### src/rtl/sr_bank_arbiter.sv
// sr_bank_arbiter: a bank of N clocked SR bits shared by two requesters
// through a round-robin arbiter. Each transaction is a SET, RESET or HOLD
// (read) of one addressed bit, run as IDLE -> EXEC -> ACK.
// The S=R=1 op (11) is never applied to the storage. By default it is
// rejected with ERR. Define SR_BANK_TOGGLE_EN to remap it to a toggle of
// the addressed bit instead.
module sr_bank_arbiter #(
  parameter int N  = 8,
  parameter int AW = 3
) (
  input  logic          CLK,
  input  logic          RST,
  input  logic          REQ0,
  input  logic [1:0]    OP0,
  input  logic [AW-1:0] ADDR0,
  output logic          ACK0,
  input  logic          REQ1,
  input  logic [1:0]    OP1,
  input  logic [AW-1:0] ADDR1,
  output logic          ACK1,
  output logic          RDATA,
  output logic          ERR,
  output logic          BUSY,
  output logic [N-1:0]  Q,
  output logic [N-1:0]  QBAR
);

  typedef enum logic [1:0] {
    ST_IDLE = 2'd0,
    ST_EXEC = 2'd1,
    ST_ACK  = 2'd2
  } state_t;

  localparam logic [1:0] OP_HOLD   = 2'b00;
  localparam logic [1:0] OP_RESET  = 2'b01;
  localparam logic [1:0] OP_SET    = 2'b10;
  localparam logic [1:0] OP_ILLEGL = 2'b11;

  // Widened so the compare still works when 2**AW == N.
  localparam logic [AW:0] N_W = (AW+1)'(N);

  state_t        state_q, state_d;
  logic          id_q, id_d;       // winner of the current transaction
  logic          last_q, last_d;   // winner of the previous transaction
  logic [1:0]    op_q, op_d;
  logic [AW-1:0] addr_q, addr_d;
  logic          err_q, err_d;
  logic [N-1:0]  q_q, q_d;

  logic          grant1;
  logic          wr_en;
  logic          wr_val;
  logic          addr_ok;
  logic          cur_bit;
  logic [N-1:0]  addr_hit;

  assign addr_ok = ({1'b0, addr_q} < N_W);

  // One-hot decode of the latched address; all zero when out of range,
  // so reads of an invalid address return 0 and writes touch nothing.
  for (genvar gi = 0; gi < N; gi++) begin : g_bit
    assign addr_hit[gi] = (addr_q == AW'(gi));
    assign q_d[gi]      = (wr_en && addr_hit[gi]) ? wr_val : q_q[gi];
  end

  assign cur_bit = |(q_q & addr_hit);

  // Next-state, arbitration and bank write control.
  always_comb begin
    state_d = state_q;
    id_d    = id_q;
    last_d  = last_q;
    op_d    = op_q;
    addr_d  = addr_q;
    err_d   = err_q;
    grant1  = 1'b0;
    wr_en   = 1'b0;
    wr_val  = 1'b0;
    case (state_q)
      ST_IDLE: begin
        if (REQ0 || REQ1) begin
          // On a tie the requester that did not win last time goes next.
          grant1  = (REQ0 && REQ1) ? ~last_q : REQ1;
          id_d    = grant1;
          op_d    = grant1 ? OP1 : OP0;
          addr_d  = grant1 ? ADDR1 : ADDR0;
          err_d   = 1'b0;
          state_d = ST_EXEC;
        end
      end
      ST_EXEC: begin
        err_d   = 1'b0;
        state_d = ST_ACK;
        if (!addr_ok) begin
          err_d = 1'b1;
        end else begin
          case (op_q)
            OP_HOLD: begin
              wr_en = 1'b0;
            end
            OP_RESET: begin
              wr_en  = 1'b1;
              wr_val = 1'b0;
            end
            OP_SET: begin
              wr_en  = 1'b1;
              wr_val = 1'b1;
            end
            OP_ILLEGL: begin
`ifdef SR_BANK_TOGGLE_EN
              wr_en  = 1'b1;
              wr_val = ~cur_bit;
`else
              err_d  = 1'b1;
`endif
            end
            default: begin
              err_d = 1'b1;
            end
          endcase
        end
      end
      ST_ACK: begin
        last_d  = id_q;
        state_d = ST_IDLE;
      end
      default: begin
        state_d = ST_IDLE;
      end
    endcase
  end

  // Control registers; reset aborts any transaction in flight.
  always_ff @(posedge CLK) begin
    if (RST) begin
      state_q <= ST_IDLE;
      id_q    <= 1'b0;
      last_q  <= 1'b1;
      op_q    <= 2'b00;
      addr_q  <= '0;
      err_q   <= 1'b0;
    end else begin
      state_q <= state_d;
      id_q    <= id_d;
      last_q  <= last_d;
      op_q    <= op_d;
      addr_q  <= addr_d;
      err_q   <= err_d;
    end
  end

  // SR storage bank; only the addressed bit can change, and only in EXEC.
  always_ff @(posedge CLK) begin
    if (RST) begin
      q_q <= '0;
    end else begin
      q_q <= q_d;
    end
  end

  assign ACK0  = (state_q == ST_ACK) && !id_q;
  assign ACK1  = (state_q == ST_ACK) &&  id_q;
  assign ERR   = (state_q == ST_ACK) && err_q;
  assign RDATA = (state_q == ST_ACK) && cur_bit;
  assign BUSY  = (state_q != ST_IDLE);
  assign Q     = q_q;
  assign QBAR  = ~q_q;

endmodule

### config.mk
export PLATFORM = sky130hd
export DESIGN_NAME = sr_bank_arbiter
export DESIGN_NICKNAME = d
export VERILOG_FILES = /design/src/rtl/sr_bank_arbiter.sv
export SDC_FILE = /design/constraint.sdc
export NUM_CORES = 1
export LEC_CHECK = 0
export CORE_AREA = 2 2 54 56
export DETAILED_ROUTE_END_ITERATION = 10
export DIE_AREA = 0 0 56 58
export PLACE_DENSITY = 0.69
export SLEW_MARGIN = 20
export SYNTH_ARGS = -nofsm -noshare
export SYNTH_HDL_FRONTEND = slang
export SYNTH_SLANG_ARGS = --single-unit
export TNS_END_PERCENT = 50
### constraint.sdc
create_clock -name CLK -period 1.35 [get_ports CLK]
set_input_delay 0.27 -clock CLK [delete_from_list [all_inputs] [get_ports CLK]]
set_output_delay 0.27 -clock CLK [all_outputs]
set_load 0.03 [all_outputs]
==> impl_metrics.yaml, run 1 <==
layout:
  instances_no_fill: 200
  syn2layout_area_growth_pct: 59.7
  n_antenna_cell: 0
  fin_area_sq_um: 1620
  drive_gt1_share_pct: 43.8
  final_nets: 187
floorplan:
  initial_core_util_pct: 38.1
  rows: 19
  die_h_microns: 58
  core_area_sq_um: 2660
  io_pins: 35
  die_area_sq_um: 3250
  die_w_microns: 56
power:
  power.density_nw_per_um2: 753
  finalPower_uw: 1220
  peakVddDrop_mv: 0.613
  leakage_uw: 0.000688
sta:
  timing.final.hold_violations: 0
  tightest_slew_ns: 0.382
  setup_slack_ns: -0.371
  maxSlewViolCount: 0
  period_needed_ns: 1.72
  setup_viol: 5
  max_freq_mhz: 581
  worst_clock_skew_ns: 0.00796
  rsz0062_at_grt: "yes"
  fin_crit_sh_pct: 127
  slew_headroom_pct: 74.5
logic_synthesis:
  synthCells: 110
  ys_types: 38
  yosysSeqAreaShare_pct: 35.5
  ys_ff_latch: 18
  avgSynthCellArea_sq_um: 9.22
  netlist_area_sq_um: 1010
  synth_xor_area_share_pct: 0
  synth_mux_area_share_pct: 14.8
  synth-simple-area-share_pct: 24.5
  ys_warn_count: 0
  synth_top_family_by_area: "simple AND/OR/NAND/NOR gates"
  synthAdderAreaFrac_pct: 2.47
  synth_nets: 126
  synth_compound_area_share_pct: 16.3
placement:
  place_inst: 189
  gp_congestion: 0.794
  dpl_cell_area_sq_um: 1460
  io_buffers: 34
  pre_cts_ws_ns: -0.512
  dp_hpwl_microns: 1910
outcome:
  outcome: "finished, violations left"
  violations: "setup timing"
setup_path:
  worst_setup_path_start_kind: "flip-flop"
  rr_startpoint: "state_q[1]$_SDFFE_PP0P_"
  arrival_ns: 1.45
  crit_fanout: 3
  critPathRequiredTime_ns: 1.08
  worstSetupPathType: "flip-flop to output port"
  crit_start: "addr_q[0]$_SDFFE_PP0P_"
  end_kind: "output port"
grt:
  grt_pass1_wl_microns: 4250
  grt.total_usage_pct: 16.2
  grt_busiest_layer: "met2"
  grt_max_degree: 14
  grt_pass1_vias: 1051
  antenna_found_initial: 0
  use_met1_pct: 16.6
  grt_overflow: 0
  met3_usage_pct: 2.23
  grt_use_met2_pct: 33.1
drt:
  via_count: 986
  drtIter0Drc: 5
  routed_wl_microns: 2570
  first_pass_iters: 4
  route.detailed.drc: 0
  vias_per_cell: 4.93
  postRouteAntennaNets: 0
  wire_per_inst_microns: 12.9
clock_network:
  cts.sinks: 18
  clockBufferDepth: 2
  cts_buffers: 3
  insertion_delay_ns: 0.30
  clkTransAtPathRegs_ns: 0.11
  cts_root_buf: "clkbuf_4"
  htree_levels: 1
  hold_buffers: 0
  cts_tree: "yes"
flow_run:
  drv_cap: 0
hold_path:
  hp-class: "flip-flop to flip-flop"
  hold_start: "id_q$_SDFFE_PP0P_"
[final timing paths]
path	endpoint	slack, ns	cells past startpoint
max	RDATA	-0.37	4
min	id_q$_SDFFE_PP0P_	0.52	2
max reg2reg	Q[3]$_SDFFE_PP0P_	0.02	5
min reg2reg	id_q$_SDFFE_PP0P_	0.52	2
[synthesized netlist by cell type, drive strengths merged]
cell     n  area (sq um)
clkbuf   3          11.3
a211o    1          8.76
o211ai   1          7.51
and2b    1          7.51
a211oi   5          42.5
nand4    2          12.5
o31a     1          10.0
o21ai    1          5.00
a21oi    9          48.8
a31o     2          17.5
nand3b   1          7.51
and2     2          16.3
and4bb   1          16.3
mux2i   15           150
a21boi   1          18.8
nor3     2          10.0
nor2     6          32.5
o22ai    1          6.26
nand2    7          26.3
nor4b    1          23.8
nor3b    1          7.51
nor2b    2          12.5
or2b     2          15.0
ha       2          25.0
or2      1          6.26
buf      2          16.3
nand3    1          5.00
dfxtp   18           360
nand2b   8          50.1
inv     10          37.5
[metal layers]
metal	vias up	part of all wire [%]
li1	504	-
met1	447	42
met2	30	52
met3	5	4.6
met4	0	1.9
met5	-	0
[layout by cell type (no fill, tap or decap), drive strengths merged, types with 2 or more instances in the layout]
master,count
buf,47
dfxtp,18
mux2i,15
clkdlybuf4s50,13
inv,10
a21oi,9
nand2b,8
nand2,7
nor2,6
a211oi,5
clkbuf,3
or2b,2
and2,2
nor3,2
nor2b,2
nand4,2
a31o,2
ha,2
[per-stage QoR]
step           setup TNS, ns  hold slack (ns)  util (%)
3_3_place_gp           -1.73            0.476      54.9
5_1_grt                -1.38            0.529      60.9
6_report              -0.905            0.517      60.9
4_1_cts               -0.826            0.511      59.6
2_1_floorplan        -0.0394            0.464         -
3_5_place_dp           -2.02            0.485      54.9
[power by group]
part,switching [uW],internal [uW]
clock network,170,104
logic,160,194
registers,29.9,562
total,361,860
[area by class of cell]
cell class | instances | area [sq um]
flip-flops and latches | 18 | 370
clock buffers | 3 | 22.5
repair buffers | 61 | 532
fillers | 243 | 1040
multi-input cells | 77 | 617
inverters | 10 | 40.0
well taps | 31 | 38.8
[state kept, by name, indices dropped and copies added, names as in the netlist]
register  cells
err_q         1
Q             8
id_q          1
addr_q        3
op_q          2
last_q        1
state_q       2
[critical path, stage by stage (launching register included)]
cell and delay, ns:
dfxtp_2 0.37, mux2i_1 0.20, o22ai_1 0.10, o31a_2 0.33
buf_6 0.14
[kinds of logic (layout without fill, tap and decap cells)]
group                      Yosys count  count (layout)
adders and majority gates            2               2
buffers and inverters               15              74
muxes                               15              15
and+or+nand+nor                     38              38
AOI/OAI and AO/OA                   22              22
DFF                                 18              18
[repair_timing]
item	in CTS	in global routing
endpoints found under the setup margin	14	9
buffers inserted	6	2
pin swaps	9	7
resized for setup	27	5
Note: power is estimated with default switching activity, not from simulation.
==> run 2, diff against run 1 <==
--- a/config.mk
+++ b/config.mk
@@ -9,6 +9,7 @@
 export DETAILED_ROUTE_END_ITERATION = 10
 export DIE_AREA = 0 0 56 58
 export PLACE_DENSITY = 0.69
+export SETUP_SLACK_MARGIN = 0.3
 export SLEW_MARGIN = 20
 export SYNTH_ARGS = -nofsm -noshare
 export SYNTH_HDL_FRONTEND = slang
==> run 2 against run 1 <==
Effect of this change:
- fmax grew 1.3%
- total power grew 10%
- worst setup slack gained 0.021 ns
- non-clock buffer count grew 7
- sequential cell count is the same
- cell area grew 16%
- critical path depth is the same
- sequential share of layout area shrank 2.3 points
- the run still ends with setup timing left
- cell count grew 4.0%
- wire length grew 13%
- global-route usage grew 2.5 points
==> impl_metrics.yaml, run 2 (same netlist as run 1, synthesis figures left out) <==
clock_network:
  cts.sinks: 18
  insertion_delay_ns: 0.28
  clockBufferDepth: 2
  cts_buffers: 3
  cts_root_buf: "clkbuf_4"
  hold_buffers: 0
  cts_tree: "yes"
  clkTransAtPathRegs_ns: 0.10
  htree_levels: 1
layout:
  syn2layout_area_growth_pct: 84.7
  n_antenna_cell: 0
  fillers: 219
  final_nets: 194
  layout_commonest_cell: "buf_6"
  final_cell_mix: "buf_6 (39), buf_4 (16), mux2i_1 (13), dfxtp_2 (11), clkdlybuf4s50_1 (11)"
  utilization_pct: 70.4
  largest_reg_flops: 8
  instances_no_fill: 208
  drive_gt1_share_pct: 63.3
power:
  peakVddDrop_mv: 0.718
  p_int_uw: 955
  power_frac_seq_pct: 44.1
  switching_power_uw: 387
  pwr-share-clk_pct: 24.2
  leakage_uw: 0.000785
  combinationalPowerShare_pct: 31.7
  swShare_pct: 28.8
  power.density_nw_per_um2: 716
grt:
  grt_busiest_layer: "met2"
  antenna_found_initial: 0
  grt.total_usage_pct: 18.7
  met3_usage_pct: 2.68
  grt_pass1_vias: 1105
  grt_pass1_wl_microns: 4860
  grt_use_met2_pct: 36.6
  grt_max_degree: 11
  grt_overflow: 0
  use_met1_pct: 21.3
setup_path:
  critical-path-slowest-cell: "dfxtp_4"
  cp_cell_sequence: "mux2i_1, nor3_1, o31a_2, buf_6"
  slowest_delay_ns: 0.39
  crit_fanout: 6
  worst-path-buf-inv: 1
  worstSetupPathType: "flip-flop to output port"
  crit_family: "flip-flops"
  arrival_ns: 1.43
  end_kind: "output port"
  worst_setup_path_start_kind: "flip-flop"
  critPathRequiredTime_ns: 1.08
floorplan:
  die_h_microns: 58
  initial_core_util_pct: 38.1
  die_area_sq_um: 3250
  rows: 19
  io_pins: 35
  core_area_sq_um: 2660
  die_w_microns: 56
sta:
  setup_slack_ns: -0.349
  slew_headroom_pct: 60.4
  tightest_slew_ns: 0.592
  fin_crit_sh_pct: 126
  holdWs_ns: 0.514
  timing.final.hold_violations: 0
  worst_clock_skew_ns: 0.00369
  period_needed_ns: 1.70
  setup_viol: 5
  max_freq_mhz: 588
  rsz0062_at_grt: "yes"
  maxSlewViolCount: 0
drt:
  routed_wl_microns: 2920
  route.detailed.drc: 0
  drtIter0Drc: 10
  vias_per_cell: 4.99
  via_count: 1038
  postRouteAntennaNets: 0
  first_pass_iters: 4
  wire_per_inst_microns: 14.0
placement:
  pre_cts_ws_ns: -0.513
  place_inst: 191
  io_buffers: 34
  gp_congestion: 0.769
  dp_hpwl_microns: 2050
flow_run:
  drv_cap: 0
hold_path:
  hp-class: "flip-flop to flip-flop"
outcome:
  violations: "setup timing"
  outcome: "finished, violations left"
run 2: cell count changes in the layout (fill, tap and decap cells not counted), sizes merged:
cell | previous run | this run
buf | 47 | 55
clkdlybuf4s50 | 13 | 11
dlygate4sd2 | 0 | 2
clkbuf | 3 | 4
clkdlybuf4s15 | 1 | 0
run 2: repair_timing:
action	4_1_cts	5_1_grt
pin swaps	22	17
gates resized for setup	85	8
setup buffers	8	5
gates cloned	0	0
endpoints found under the setup margin	37	38
run 2: stage by stage:
step	TNS [ns]	cell area, sq um	power [uW]
global placement	-1.47	1510	919
floorplan	-0.0308	1050	798
global route	-1.29	1870	1430
CTS	-0.839	1810	1330
finish	-0.818	1870	1340
detailed placement	-1.75	1510	928
run 2: final timing paths:
check	start	to	slack [ns]	cells after the start
setup / recovery	addr_q[1]$_SDFFE_PP0P_	RDATA	-0.35	4
hold / removal	last_q$_SDFFE_PP1P_	last_q$_SDFFE_PP1P_	0.51	1
setup reg to reg	state_q[0]$_SDFFE_PP0P_	last_q$_SDFFE_PP1P_	-0.02	6
hold reg to reg	last_q$_SDFFE_PP1P_	last_q$_SDFFE_PP1P_	0.51	1
run 2: cell type report:
class                           instances  area, sq um  area share (%)
Timing Repair Buffer                   68          687            36.6
Inverter                               10         45.0            2.40
Tap cell                               31         38.8            2.07
Multi-Input combinational cell         77          682            36.4
Sequential cell                        18          385            20.6
Clock buffer                            4         36.3            1.94
run 2: metal layers:
layer  up-vias  routed length [microns]
met5         -                        0
met4         0                       31
met3         4                      122
met2        30                     1610
met1       489                     1160
li1        515                        -
run 2: power by group through the flow:
stage               Clock (uW)  Combinational [uW]  Sequential (uW)
floorplan                    0                 195              603
global placement             0                 322              597
detailed placement           0                 327              601
CTS                        344                 400              590
global route               376                 458              596
finish                     325                 425              591
